**src/rtl/arb_val_rdy_mux_pkg.sv**
```systemverilog
// Shared definitions for the arb_val_rdy_mux merge stage.
//   - arb_mux_state_e : output-register occupancy (EMPTY / FULL)
//   - clog2           : constant function sizing the source-index field
// Optional feature macro used by the top level: ARB_VAL_RDY_MUX_SRCID_EN.
package arb_val_rdy_mux_pkg;

    typedef enum logic {
        ARB_MUX_EMPTY = 1'b0,
        ARB_MUX_FULL  = 1'b1
    } arb_mux_state_e;

    // Smallest r with 2**r >= n; n is at least 2 here, so r is at least 1.
    function automatic int clog2(input int n);
        int r;
        r = 0;
        for (int v = n - 1; v > 0; v = v >> 1) begin
            r = r + 1;
        end
        return r;
    endfunction

endpackage

```
**src/rtl/arb_val_rdy_mux_rr.sv**
```systemverilog
// Round-robin arbiter for arb_val_rdy_mux.
// Ports:
//   clk, reset : clock and synchronous active-high reset
//   reqs       : per-port request vector
//   update_en  : a grant was consumed this cycle; advance priority
//   grants     : one-hot grant (zero only when no request is present)
// The priority register is one-hot; reset value selects port 0 first.
module arb_val_rdy_mux_rr
    import arb_val_rdy_mux_pkg::*;
#(
    parameter int p_num_reqs = 2
)
(
    input  logic                  clk,
    input  logic                  reset,
    input  logic [p_num_reqs-1:0] reqs,
    input  logic                  update_en,
    output logic [p_num_reqs-1:0] grants
);

    logic [p_num_reqs-1:0] prio;
    logic                  carry;
    logic                  en;
    logic                  gnt;

    // Variable-priority kill chain laid out twice end to end instead of as a
    // loop: the first copy starts at the priority bit, the second copy picks
    // up requests below it. Keeps the logic free of a combinational cycle.
    always_comb begin
        grants = '0;
        carry  = 1'b0;
        en     = 1'b0;
        gnt    = 1'b0;
        for (int i = 0; i < 2 * p_num_reqs; i++) begin
            if (i < p_num_reqs) begin
                en = prio[i % p_num_reqs] | carry;
            end else begin
                en = carry;
            end
            gnt                       = en & reqs[i % p_num_reqs];
            grants[i % p_num_reqs]    = grants[i % p_num_reqs] | gnt;
            carry                     = en & ~reqs[i % p_num_reqs];
        end
    end

    // Winner moves to lowest priority: the port after it becomes highest.
    always_ff @(posedge clk) begin
        if (reset) begin
            prio <= p_num_reqs'(1);
        end else if (update_en) begin
            prio <= {grants[p_num_reqs-2:0], grants[p_num_reqs-1]};
        end
    end

endmodule

```
**src/rtl/arb_val_rdy_mux.sv**
```systemverilog
// Buffered N-to-1 val/rdy merge with round-robin fairness.
// Ports:
//   clk, reset          : clock and synchronous active-high reset
//   in_val  [N]         : producer valids
//   in_rdy  [N]         : producer readies, one-hot or zero
//   in_msg  [N*W]       : port i at [(i+1)*W-1 : i*W]
//   out_val / out_rdy   : consumer handshake, out_val from the output register
//   out_msg [W]         : registered message
//   out_srcid           : port that supplied out_msg (only with
//                         ARB_VAL_RDY_MUX_SRCID_EN defined)
//
// state         | meaning
// --------------+------------------------------------------
// ARB_MUX_EMPTY | output register holds nothing
// ARB_MUX_FULL  | output register holds a message for out
module arb_val_rdy_mux
    import arb_val_rdy_mux_pkg::*;
#(
    parameter int p_num_reqs  = 2,
    parameter int p_msg_nbits = 32
)
(
    input  logic                              clk,
    input  logic                              reset,
    input  logic [p_num_reqs-1:0]             in_val,
    output logic [p_num_reqs-1:0]             in_rdy,
    input  logic [p_num_reqs*p_msg_nbits-1:0] in_msg,
    output logic                              out_val,
    input  logic                              out_rdy,
    output logic [p_msg_nbits-1:0]            out_msg
`ifdef ARB_VAL_RDY_MUX_SRCID_EN
    ,
    output logic [clog2(p_num_reqs)-1:0]      out_srcid
`endif
);

    arb_mux_state_e         state;
    arb_mux_state_e         state_next;
    logic                   can_accept;
    logic                   xfer;
    logic [p_num_reqs-1:0]  grants;
    logic [p_msg_nbits-1:0] msg_sel;
    logic [p_msg_nbits-1:0] msg_reg;

    arb_val_rdy_mux_rr #(
        .p_num_reqs (p_num_reqs)
    ) u_rr (
        .clk       (clk),
        .reset     (reset),
        .reqs      (in_val),
        .update_en (xfer),
        .grants    (grants)
    );

    assign can_accept = (state == ARB_MUX_EMPTY) || (out_rdy && (state == ARB_MUX_FULL));
    // Explicit reset gate: the state register only clears on the edge.
    assign in_rdy     = reset ? '0 : (grants & {p_num_reqs{can_accept}});
    assign xfer       = |(in_val & in_rdy);
    assign out_val    = (state == ARB_MUX_FULL);
    assign out_msg    = msg_reg;

    always_ff @(posedge clk) begin
        if (reset) begin
            state <= ARB_MUX_EMPTY;
        end else begin
            state <= state_next;
        end
    end

    always_comb begin
        state_next = state;
        case (state)
            ARB_MUX_EMPTY: begin
                if (xfer) begin
                    state_next = ARB_MUX_FULL;
                end
            end
            ARB_MUX_FULL: begin
                if (out_rdy && !xfer) begin
                    state_next = ARB_MUX_EMPTY;
                end
            end
            default: state_next = ARB_MUX_EMPTY;
        endcase
    end

    // AND-OR select; grants is one-hot so at most one term is non-zero.
    always_comb begin
        msg_sel = '0;
        for (int i = 0; i < p_num_reqs; i++) begin
            msg_sel = msg_sel | (in_msg[i*p_msg_nbits +: p_msg_nbits] & {p_msg_nbits{grants[i]}});
        end
    end

    always_ff @(posedge clk) begin
        if (reset) begin
            msg_reg <= '0;
        end else if (xfer) begin
            msg_reg <= msg_sel;
        end
    end

`ifdef ARB_VAL_RDY_MUX_SRCID_EN
    localparam int SRC_W = clog2(p_num_reqs);

    logic [SRC_W-1:0] src_sel;
    logic [SRC_W-1:0] src_reg;

    always_comb begin
        src_sel = '0;
        for (int i = 0; i < p_num_reqs; i++) begin
            if (grants[i]) begin
                src_sel = src_sel | SRC_W'(i);
            end
        end
    end

    always_ff @(posedge clk) begin
        if (reset) begin
            src_reg <= '0;
        end else if (xfer) begin
            src_reg <= src_sel;
        end
    end

    assign out_srcid = src_reg;
`endif

endmodule

```
**config.mk**
```make
export PLATFORM = sky130hd
export DESIGN_NAME = arb_val_rdy_mux
export DESIGN_NICKNAME = d
export VERILOG_FILES = /design/src/rtl/arb_val_rdy_mux_pkg.sv /design/src/rtl/arb_val_rdy_mux_rr.sv /design/src/rtl/arb_val_rdy_mux.sv
export SDC_FILE = /design/constraint.sdc
export NUM_CORES = 1
export LEC_CHECK = 0
export BUFFER_PORTS_ARGS = -buffer_cell sky130_fd_sc_hd__buf_2
export CAP_MARGIN = 20
export CORE_MARGIN = 2
export CORE_UTILIZATION = 46
export DETAILED_ROUTE_END_ITERATION = 12
export PLACE_DENSITY = 0.85
export SETUP_SLACK_MARGIN = 0.3
export SLEW_MARGIN = 0
export SYNTH_ARGS = -nofsm -noshare
export SYNTH_HDL_FRONTEND = slang
export SYNTH_HIERARCHICAL = 1
export SYNTH_SLANG_ARGS = --single-unit
```
**constraint.sdc**
```tcl
create_clock -name clk -period 2.4 [get_ports clk]
set_input_delay 0.48 -clock clk [delete_from_list [all_inputs] [get_ports clk]]
set_output_delay 0.48 -clock clk [all_outputs]
set_load 0.005 [all_outputs]
```
# Word level (Yosys, flattened, before mapping)

Cells that the tools add are included.

Register bits: 35
Output and inout bits: 35
Word-level logic and storage cells: 30

Mux-type cells: 4
Bitwise operators: 18
Reduce and logical (&&, ||, !) cells: 5

Operator list:

| cell                | count |
|---|---|
| $and A32 B32 Y32    | 2 |
| $or A32 B32 Y32     | 1 |
| $and A1 B1 Y1       | 7 |
| $and A2 B2 Y2       | 2 |
| $not A1 Y1          | 3 |
| $or A1 B1 Y1        | 3 |
| $logic_and A1 B1 Y1 | 2 |
| $mux W1             | 2 |
| $mux W2             | 1 |
| $pmux W1 S2         | 1 |
| $reduce_or A2 Y1    | 1 |
| $logic_not A1 Y1    | 1 |
| $logic_or A1 B1 Y1  | 1 |

# Depth between registers and ports, before layout

Gate-level depths: netlist of run 1.

Word-level depth: 15
Depth in mapped cells: 9
Gate-level depth less buffers: 7

# Cells and area by module

The synthesis of run 1 kept the hierarchy.

Modules (own cells, without submodules):

| module             | times used | cells each | area each (um^2) |
|---|---|---|---|
| arb_val_rdy_mux    | 1          | 151        | 1591.5 |
| arb_val_rdy_mux_rr | 1          | 15         | 113.9 |

# Least setup slack after synthesis of run 1

OpenSTA, ideal clock, no wires.

Path type: input port to output port
Start point: input port in_val[0]
End point: output port in_rdy[1]
Data arrival time: 1.326 ns
Path slack: 0.594 ns
Cell stages on the path: 5
Cell sequence: nor2b_1 -> o21a_1 -> buf_4 -> clkbuf_1 -> nor3b_1

Word-level cells in the longest chain between the ends: 9
Elaborated cells between the ends (all ways): 10
Classes of those cells: mux: 1; bitwise: 9

RTL lines:

| item                        | line                     | RTL |
|---|---|---|
| from (decl)                 | arb_val_rdy_mux.sv:25    | `input logic [p_num_reqs-1:0] in_val,` |
| $not A1 Y1 (*)              | arb_val_rdy_mux_rr.sv:42 | `carry = en & ~reqs[i % p_num_reqs];` |
| $and A1 B1 Y1               | arb_val_rdy_mux_rr.sv:42 |  |
| $or A1 B1 Y1                | arb_val_rdy_mux_rr.sv:36 | `en = prio[i % p_num_reqs] \| carry;` |
| $and A1 B1 Y1 (2 in series) | arb_val_rdy_mux_rr.sv:42 |  |
| $and A1 B1 Y1               | arb_val_rdy_mux_rr.sv:40 | `gnt = en & reqs[i % p_num_reqs];` |
| $or A1 B1 Y1 (*)            | arb_val_rdy_mux_rr.sv:41 | `grants[i % p_num_reqs] = grants[i % p_num_reqs] \| gnt;` |
| net grants[1]               | arb_val_rdy_mux.sv:41    | `logic [p_num_reqs-1:0] grants;` |
| $and A2 B2 Y2 (*)           | arb_val_rdy_mux.sv:57    | `assign in_rdy = reset ? '0 : (grants & {p_num_reqs{can_accept}});` |
| $mux W2 (*)                 | arb_val_rdy_mux.sv:57    |  |
| to (decl)                   | arb_val_rdy_mux.sv:26    | `output logic [p_num_reqs-1:0] in_rdy,` |

Mark *: on every way through the listed nets, which the timed path passes. The rest lies on a longest branch.

# Worst setup path after layout of run 1

Start point: register u_rr.prio[1]
End point: output port in_rdy[0]

Word-level cells in the longest chain between the ends: 6

RTL lines:

| item                   | line                     | RTL |
|---|---|---|
| from (decl)            | arb_val_rdy_mux_rr.sv:21 | `logic [p_num_reqs-1:0] prio;` |
| from (signal assigned) | arb_val_rdy_mux_rr.sv:49 | `prio <= p_num_reqs'(1);` |
| from (signal assigned) | arb_val_rdy_mux_rr.sv:51 | `prio <= {grants[p_num_reqs-2:0], grants[p_num_reqs-1]};` |
| $or A1 B1 Y1           | arb_val_rdy_mux_rr.sv:36 |  |
| $and A1 B1 Y1          | arb_val_rdy_mux_rr.sv:42 |  |
| $and A1 B1 Y1          | arb_val_rdy_mux_rr.sv:40 |  |
| $or A1 B1 Y1           | arb_val_rdy_mux_rr.sv:41 |  |
| net grants[0]          | arb_val_rdy_mux.sv:41    |  |
| $and A2 B2 Y2          | arb_val_rdy_mux.sv:57    |  |
| $mux W2                | arb_val_rdy_mux.sv:57    |  |

The timed path passes the listed nets, and every way through them passes these cells.

==> flow_metrics.env, run 1 <==
export IMPL_max_freq_ghz=0.496
export IMPL_crit_slowest_cell="dfxtp_1"
export IMPL_critical_path_class="reg -> out"
export IMPL_seq_area_sq_um=701
export IMPL_drive_gt1_frac=0.436
export IMPL_worst_path_buf_inv=2
export IMPL_r2r_start="u_rr/prio[1]"
export IMPL_critPathLaunchType="register"
export IMPL_r2r_end="out_msg[25]"
export IMPL_cts_path_max_buffers=2
export IMPL_rsz0062_at_grt="no"
export IMPL_met2_usage=0.332
export IMPL_grt_max_degree=39
export IMPL_drt_wl_total_mm=3.85
export IMPL_clock_sinks=35
export IMPL_cp_required_ns=1.92
export IMPL_grt_pass1_wl_mm=6.11
export IMPL_fin_nets=336
export IMPL_slowest_delay_ns=0.36
export IMPL_synth_nets=235
export IMPL_ys_types=20
export IMPL_busiest_layer="met2"
export IMPL_yosysWarnings=6
export IMPL_slew_violations=0
export IMPL_synth_seq_cells=35
export IMPL_avgSynthCellArea_sq_um=10.3
export IMPL_dp_cells=308
export IMPL_worst_pin_slew_ns=0.545
export IMPL_diodes=0
export IMPL_max_cap_viol_count=0
export IMPL_yosysMostFrequentCell="dfxtp_1"
export IMPL_root_buffer="clkbuf_8"
export IMPL_tritoncts="built"
export IMPL_cts_htree_levels=2
export IMPL_port_buffers=103
export IMPL_r2r_slack_ns=0.74
export IMPL_area_growth_pct=35.0
export IMPL_clock_latency_ns=0.27
export IMPL_nFillCells=309
export IMPL_fp_dieH_um=64.9
export IMPL_antenna_found_initial=0
export IMPL_clkSlewWorstSetupHoldPaths_ns=0.06
export IMPL_grt_overflow=0
export IMPL_hpwl_mm=2.93
export IMPL_met1_usage=0.211
export IMPL_gp_congestion=0.773
export IMPL_row_count=22
export IMPL_finalHoldViolCount=0
export IMPL_hold_class="reg -> reg"
export IMPL_cts_setup_buffers=0
export IMPL_end_kind="output port"
export IMPL_crit_chain="nor2b_1, o21a_1, buf_6, nor3b_1, buf_2"
export IMPL_power_density_nw_per_um2=552
export IMPL_fp_dieW_um=64.9
export IMPL_hold_path_depth=2
export IMPL_crit_path_max_fanout=14
export IMPL_met3_usage=0.0451
export IMPL_synth_edf_count=0
export IMPL_synth_top_flop_cell="dfxtp_1"
export IMPL_cts_buffers=5
export IMPL_grtUsageTotal=0.186
export IMPL_post_route_period_util=0.840
export IMPL_netlist_area_leader_share=0.411
export IMPL_peakVddDrop_mv=0.342
export IMPL_async_flop_share=0
export IMPL_core_area_sq_um=3610
export IMPL_min_delay_start="out_msg[4]"
export IMPL_status="finished clean"
export IMPL_synth_seq_area_share=0.411
export IMPL_synth_common_cells="dfxtp_1, nand2b_1, a22oi_1, mux2i_1, clkbuf_1"
export IMPL_drtAntennaViolNets=0
export IMPL_drc_errors=0
export IMPL_synth_area_sq_um=1710
export IMPL_dieArea_sq_um=4210
export IMPL_p_leak_nw=1.07
export IMPL_ios=104
export IMPL_skew_ns=0.00405
export IMPL_setup_viol=0
export IMPL_worstPathArrival_ns=1.54
export IMPL_dr_total_vias=1575
export IMPL_vias_per_cell=5.02
export IMPL_grt_pass1_vias=1469
export IMPL_synthTopCellsByArea="dfxtp_1, mux2i_1, a22oi_1, nand2b_1, buf_8"
export IMPL_r2r_worst_path_cells=6
export IMPL_multi_input_area_sq_um=901
export IMPL_synth_top_area_cell="dfxtp_1"
export IMPL_synthCells=166
export IMPL_drtIter0Drc=50
export IMPL_period_minus_slack_ns=2.02
export IMPL_finalSetupTns_ns=0
export IMPL_critPathTopFamily="flip-flops"
export IMPL_routedWlPerCell_um=12.3
export IMPL_slew_headroom=0.637
export IMPL_final_cells=314
export IMPL_min_to="out_msg[4]"
export IMPL_start_util=0.473
export IMPL_drt_pass1_iter_count=4
sequential cells by signal, indices dropped and copies added, names as in the netlist:
register   count
out_msg       32
out_val        1
u_rr/prio      2
report_power, final:
group          total [mW]  switching (mW)  internal [mW]
registers           0.641          0.0198          0.621
clock network       0.362           0.169          0.193
logic               0.267           0.122          0.145
worst min-delay path, stage by stage, from the launching register on:
cell and delay, ns:
dfxtp_1 0.30, nand2b_1 0.06, mux2i_1 0.06
cell usage in the layout, fill, tap and decap left out:
master | synthesis | routed
o21ai_1 | 1 | 1
buf_4 | 2 | 5
a22oi_1 | 32 | 32
buf_6 | 0 | 1
o21a_1 | 2 | 2
nor3_4 | 1 | 1
clkbuf_1 | 8 | 1
o21ai_0 | 1 | 1
a21oi_1 | 2 | 2
a22oi_4 | 1 | 1
nand3_1 | 1 | 1
nand2b_1 | 33 | 33
nor3b_1 | 2 | 2
buf_2 | 2 | 103
inv_1 | 1 | 1
nor2b_1 | 5 | 5
mux2i_1 | 32 | 32
nand2_1 | 1 | 1
dfxtp_1 | 35 | 35
clkbuf_8 | 0 | 5
a31oi_1 | 1 | 1
per-layer routing:
metal	up-vias	wire length [um]
met5	-	0
met4	0	29
met1	711	1590
met3	2	286
met2	64	1940
li1	798	-
cells by family (layout without fill, tap and decap cells):
group / count (synthesis) / count (layout) / synth area share
and+or+nand+nor: 43 / 43 / 0.163
AOI/OAI and AO/OA: 40 / 40 / 0.178
DFF: 35 / 35 / 0.411
muxes: 32 / 32 / 0.188
buffers and inverters: 16 / 116 / 0.0609
cell type report:
class	instances	area share
Tap cell	48	0.0261
Clock buffer	6	0.0315
Inverter	1	0.00163
Sequential cell	35	0.304
Timing Repair Buffer	109	0.245
Multi-Input combinational cell	115	0.391
worst max path at each step:
stage	startpoint	endpoint	slack [ns]	depth (start not counted)
after floorplan	in_val[0]	in_rdy[1]	0.59	5
after global routing	u_rr/prio[1]	in_rdy[0]	0.32	5
final	u_rr/prio[1]	in_rdy[0]	0.38	5
after CTS	u_rr/prio[1]	in_rdy[0]	0.36	5
after global placement	in_val[1]	in_rdy[0]	0.48	6
after detailed placement	in_val[1]	in_rdy[0]	0.42	6
timing repair:
action,4_1_cts,5_1_grt
resized for setup,0,1
setup endpoints to repair,0,1
hold buffers,0,0
metrics by stage:
stage	area (sq um)	utilization	hold slack, ns	total power, mW	setup slack, ns
4_1_cts	2300	0.637	0.473	1.29	0.360
5_1_grt	2300	0.638	0.485	1.34	0.318
3_5_place_dp	2230	0.617	0.462	0.921	0.416
6_report	2300	0.638	0.467	1.27	0.385
2_1_floorplan	1710	-	0.462	0.807	0.594
3_3_place_gp	2230	0.617	0.456	0.915	0.482
(Power assumes the default switching activity.)
==> inputs of run 2 (changes only) <==
--- a/config.mk
+++ b/config.mk
@@ -8,9 +8,9 @@
 export BUFFER_PORTS_ARGS = -buffer_cell sky130_fd_sc_hd__buf_2
 export CAP_MARGIN = 20
 export CORE_MARGIN = 2
-export CORE_UTILIZATION = 46
+export CORE_UTILIZATION = 39
 export DETAILED_ROUTE_END_ITERATION = 12
-export PLACE_DENSITY = 0.85
+export PLACE_DENSITY = 0.76
 export SETUP_SLACK_MARGIN = 0.3
 export SLEW_MARGIN = 0
 export SYNTH_ARGS = -nofsm -noshare
==> constraint.sdc (replaced) <==
create_clock -name clk -period 1.75 [get_ports clk]
set_input_delay 0.35 -clock clk [delete_from_list [all_inputs] [get_ports clk]]
set_output_delay 0.35 -clock clk [all_outputs]
set_load 0.005 [all_outputs]
==> flow_metrics.env, run 2 (same netlist as run 1, synthesis figures left out) <==
export IMPL_status="finished clean"
export IMPL_row_count=24
export IMPL_clock_sinks=35
export IMPL_fp_dieW_um=70.1
export IMPL_max_freq_ghz=0.606
export IMPL_rsz0062_at_grt="yes"
export IMPL_r2r_worst_path_cells=8
export IMPL_routedWlPerCell_um=13.2
export IMPL_core_area_sq_um=4290
export IMPL_finalHoldViolCount=0
export IMPL_power_density_nw_per_um2=788
export IMPL_nFillCells=364
export IMPL_grt_overflow=0
export IMPL_finalSetupTns_ns=0
export IMPL_skew_ns=0.00759
export IMPL_hold_path_depth=3
export IMPL_cts_buffers=5
export IMPL_multi_input_area_sq_um=943
export IMPL_area_growth_pct=56.3
export IMPL_slew_headroom=0.782
export IMPL_dp_cells=316
export IMPL_hold_class="in -> reg"
export IMPL_p_leak_nw=1.23
export IMPL_port_buffers=103
export IMPL_drive_gt1_frac=0.516
export IMPL_gp_congestion=0.828
export IMPL_grt_pass1_vias=1589
export IMPL_slew_violations=0
export IMPL_end_kind="register"
export IMPL_final_cells=337
export IMPL_fp_dieH_um=70.1
export IMPL_drc_errors=0
export IMPL_grt_pass1_wl_mm=7.21
export IMPL_antenna_found_initial=0
export IMPL_dieArea_sq_um=4920
export IMPL_clkSlewWorstSetupHoldPaths_ns=0.07
export IMPL_setup_viol=0
export IMPL_min_to="out_msg[4]"
export IMPL_drtAntennaViolNets=0
export IMPL_ios=104
export IMPL_root_buffer="clkbuf_8"
export IMPL_dr_total_vias=1685
export IMPL_drt_pass1_iter_count=4
export IMPL_post_route_period_util=0.943
export IMPL_min_delay_start="in_msg[36]"
export IMPL_crit_start="u_rr/prio[1]"
export IMPL_cts_htree_levels=2
export IMPL_critical_path_class="reg -> reg"
export IMPL_r2r_end="out_msg[30]"
export IMPL_r2r_slack_ns=0.1
export IMPL_crit_path_max_fanout=7
export IMPL_hpwl_mm=3.04
export IMPL_clock_latency_ns=0.28
export IMPL_largest_reg_flops=32
export IMPL_peakVddDrop_mv=0.473
export IMPL_cts_path_max_buffers=2
export IMPL_p_total_mw=2.10
export IMPL_drtIter0Drc=76
export IMPL_vias_per_cell=5.00
export IMPL_critPathLaunchType="register"
export IMPL_grtUsageTotal=0.183
export IMPL_final_cell_area_sq_um=2670
export IMPL_seq_area_sq_um=703
export IMPL_r2r_start="u_rr/prio[1]"
export IMPL_grt_max_degree=23
export IMPL_max_cap_viol_count=0
export IMPL_fin_nets=353
export IMPL_tritoncts="built"
export IMPL_placed_cell_area_sq_um=2290
export IMPL_layout_cells_most_common_list="buf_2, nand2b_1, dfxtp_1"
export IMPL_worst_pin_slew_ns=0.326
export IMPL_worstPathArrival_ns=1.81
export IMPL_cp_required_ns=1.91
export IMPL_layout_commonest_cell="buf_2"
export IMPL_diodes=0
export IMPL_start_util=0.397
export IMPL_period_minus_slack_ns=1.65
export IMPL_drt_wl_total_mm=4.44
==> run 2: cell types whose count changed in the layout (fill, tap and decap cells not counted), moves of 2 or more <==
cell | before | now
o21a_1 | 2 | 0
buf_16 | 0 | 4
nor2b_2 | 0 | 2
buf_4 | 5 | 13
dfxtp_2 | 0 | 2
nor3b_1 | 2 | 0
buf_12 | 0 | 4
dfxtp_1 | 35 | 33
nor2b_1 | 5 | 2
==> run 2: cell type report <==
type                            count  area share
Multi-Input combinational cell    115       0.354
Timing Repair Buffer              126       0.311
Sequential cell                    35       0.264
Clock buffer                        6      0.0310
Tap cell                           52      0.0244
Clock inverter                      2      0.0131
Inverter                            1     0.00235
==> run 2: worst max path at each step <==
stage | cells after the start | endpoint | slack, ns
5_1_grt | 8 | out_msg[10] | 0.04
4_1_cts | 4 | in_rdy[0] | 0.12
2_1_floorplan | 9 | u_rr/prio[0] | 0.12
3_5_place_dp | 7 | out_msg[0] | 0.04
6_report | 8 | out_msg[30] | 0.1
3_3_place_gp | 8 | u_rr/prio[1] | 0.10
==> run 2: metrics by stage <==
stage          setup slack [ns]   util  hold WS [ns]
6_report                 0.0997  0.621         0.350
2_1_floorplan             0.118      -         0.412
3_5_place_dp             0.0425  0.533         0.459
3_3_place_gp              0.103  0.533         0.454
5_1_grt                  0.0416  0.621         0.340
4_1_cts                   0.118  0.606         0.338
==> run 2: repair_timing <==
item / in CTS / in global routing
resized for setup: 11 / 9
pin swaps: 6 / 5
hold buffers: 0 / 0
buffers inserted: 7 / 3
cloned: 3 / 0
endpoints found under the setup margin: 36 / 36
==> run 2: critical path, stage by stage (launching register included) <==
cell and delay [ns]:
dfxtp_2 0.34, nor2b_2 0.14, o21a_2 0.22, a22oi_4 0.23, nor3_4 0.06, buf_12 0.16
buf_12 0.13, buf_12 0.13, mux2i_1 0.11
==> run 2: power by group <==
part | leakage, nW | internal, mW | switching, mW
clock network | 0.0612 | 0.461 | 0.286
registers | 0.286 | 0.852 | 0.0278
logic | 0.888 | 0.277 | 0.196
total | 1.23 | 1.59 | 0.509
==> run 2: routing by layer <==
layer | up-vias | GRT usage | share of wire
li1 | 834 | - | -
met1 | 768 | 0.222 | 0.44
met2 | 76 | 0.304 | 0.48
met3 | 7 | 0.0606 | 0.078
met4 | 0 | 0.0598 | 0.011
met5 | - | 0 | 0
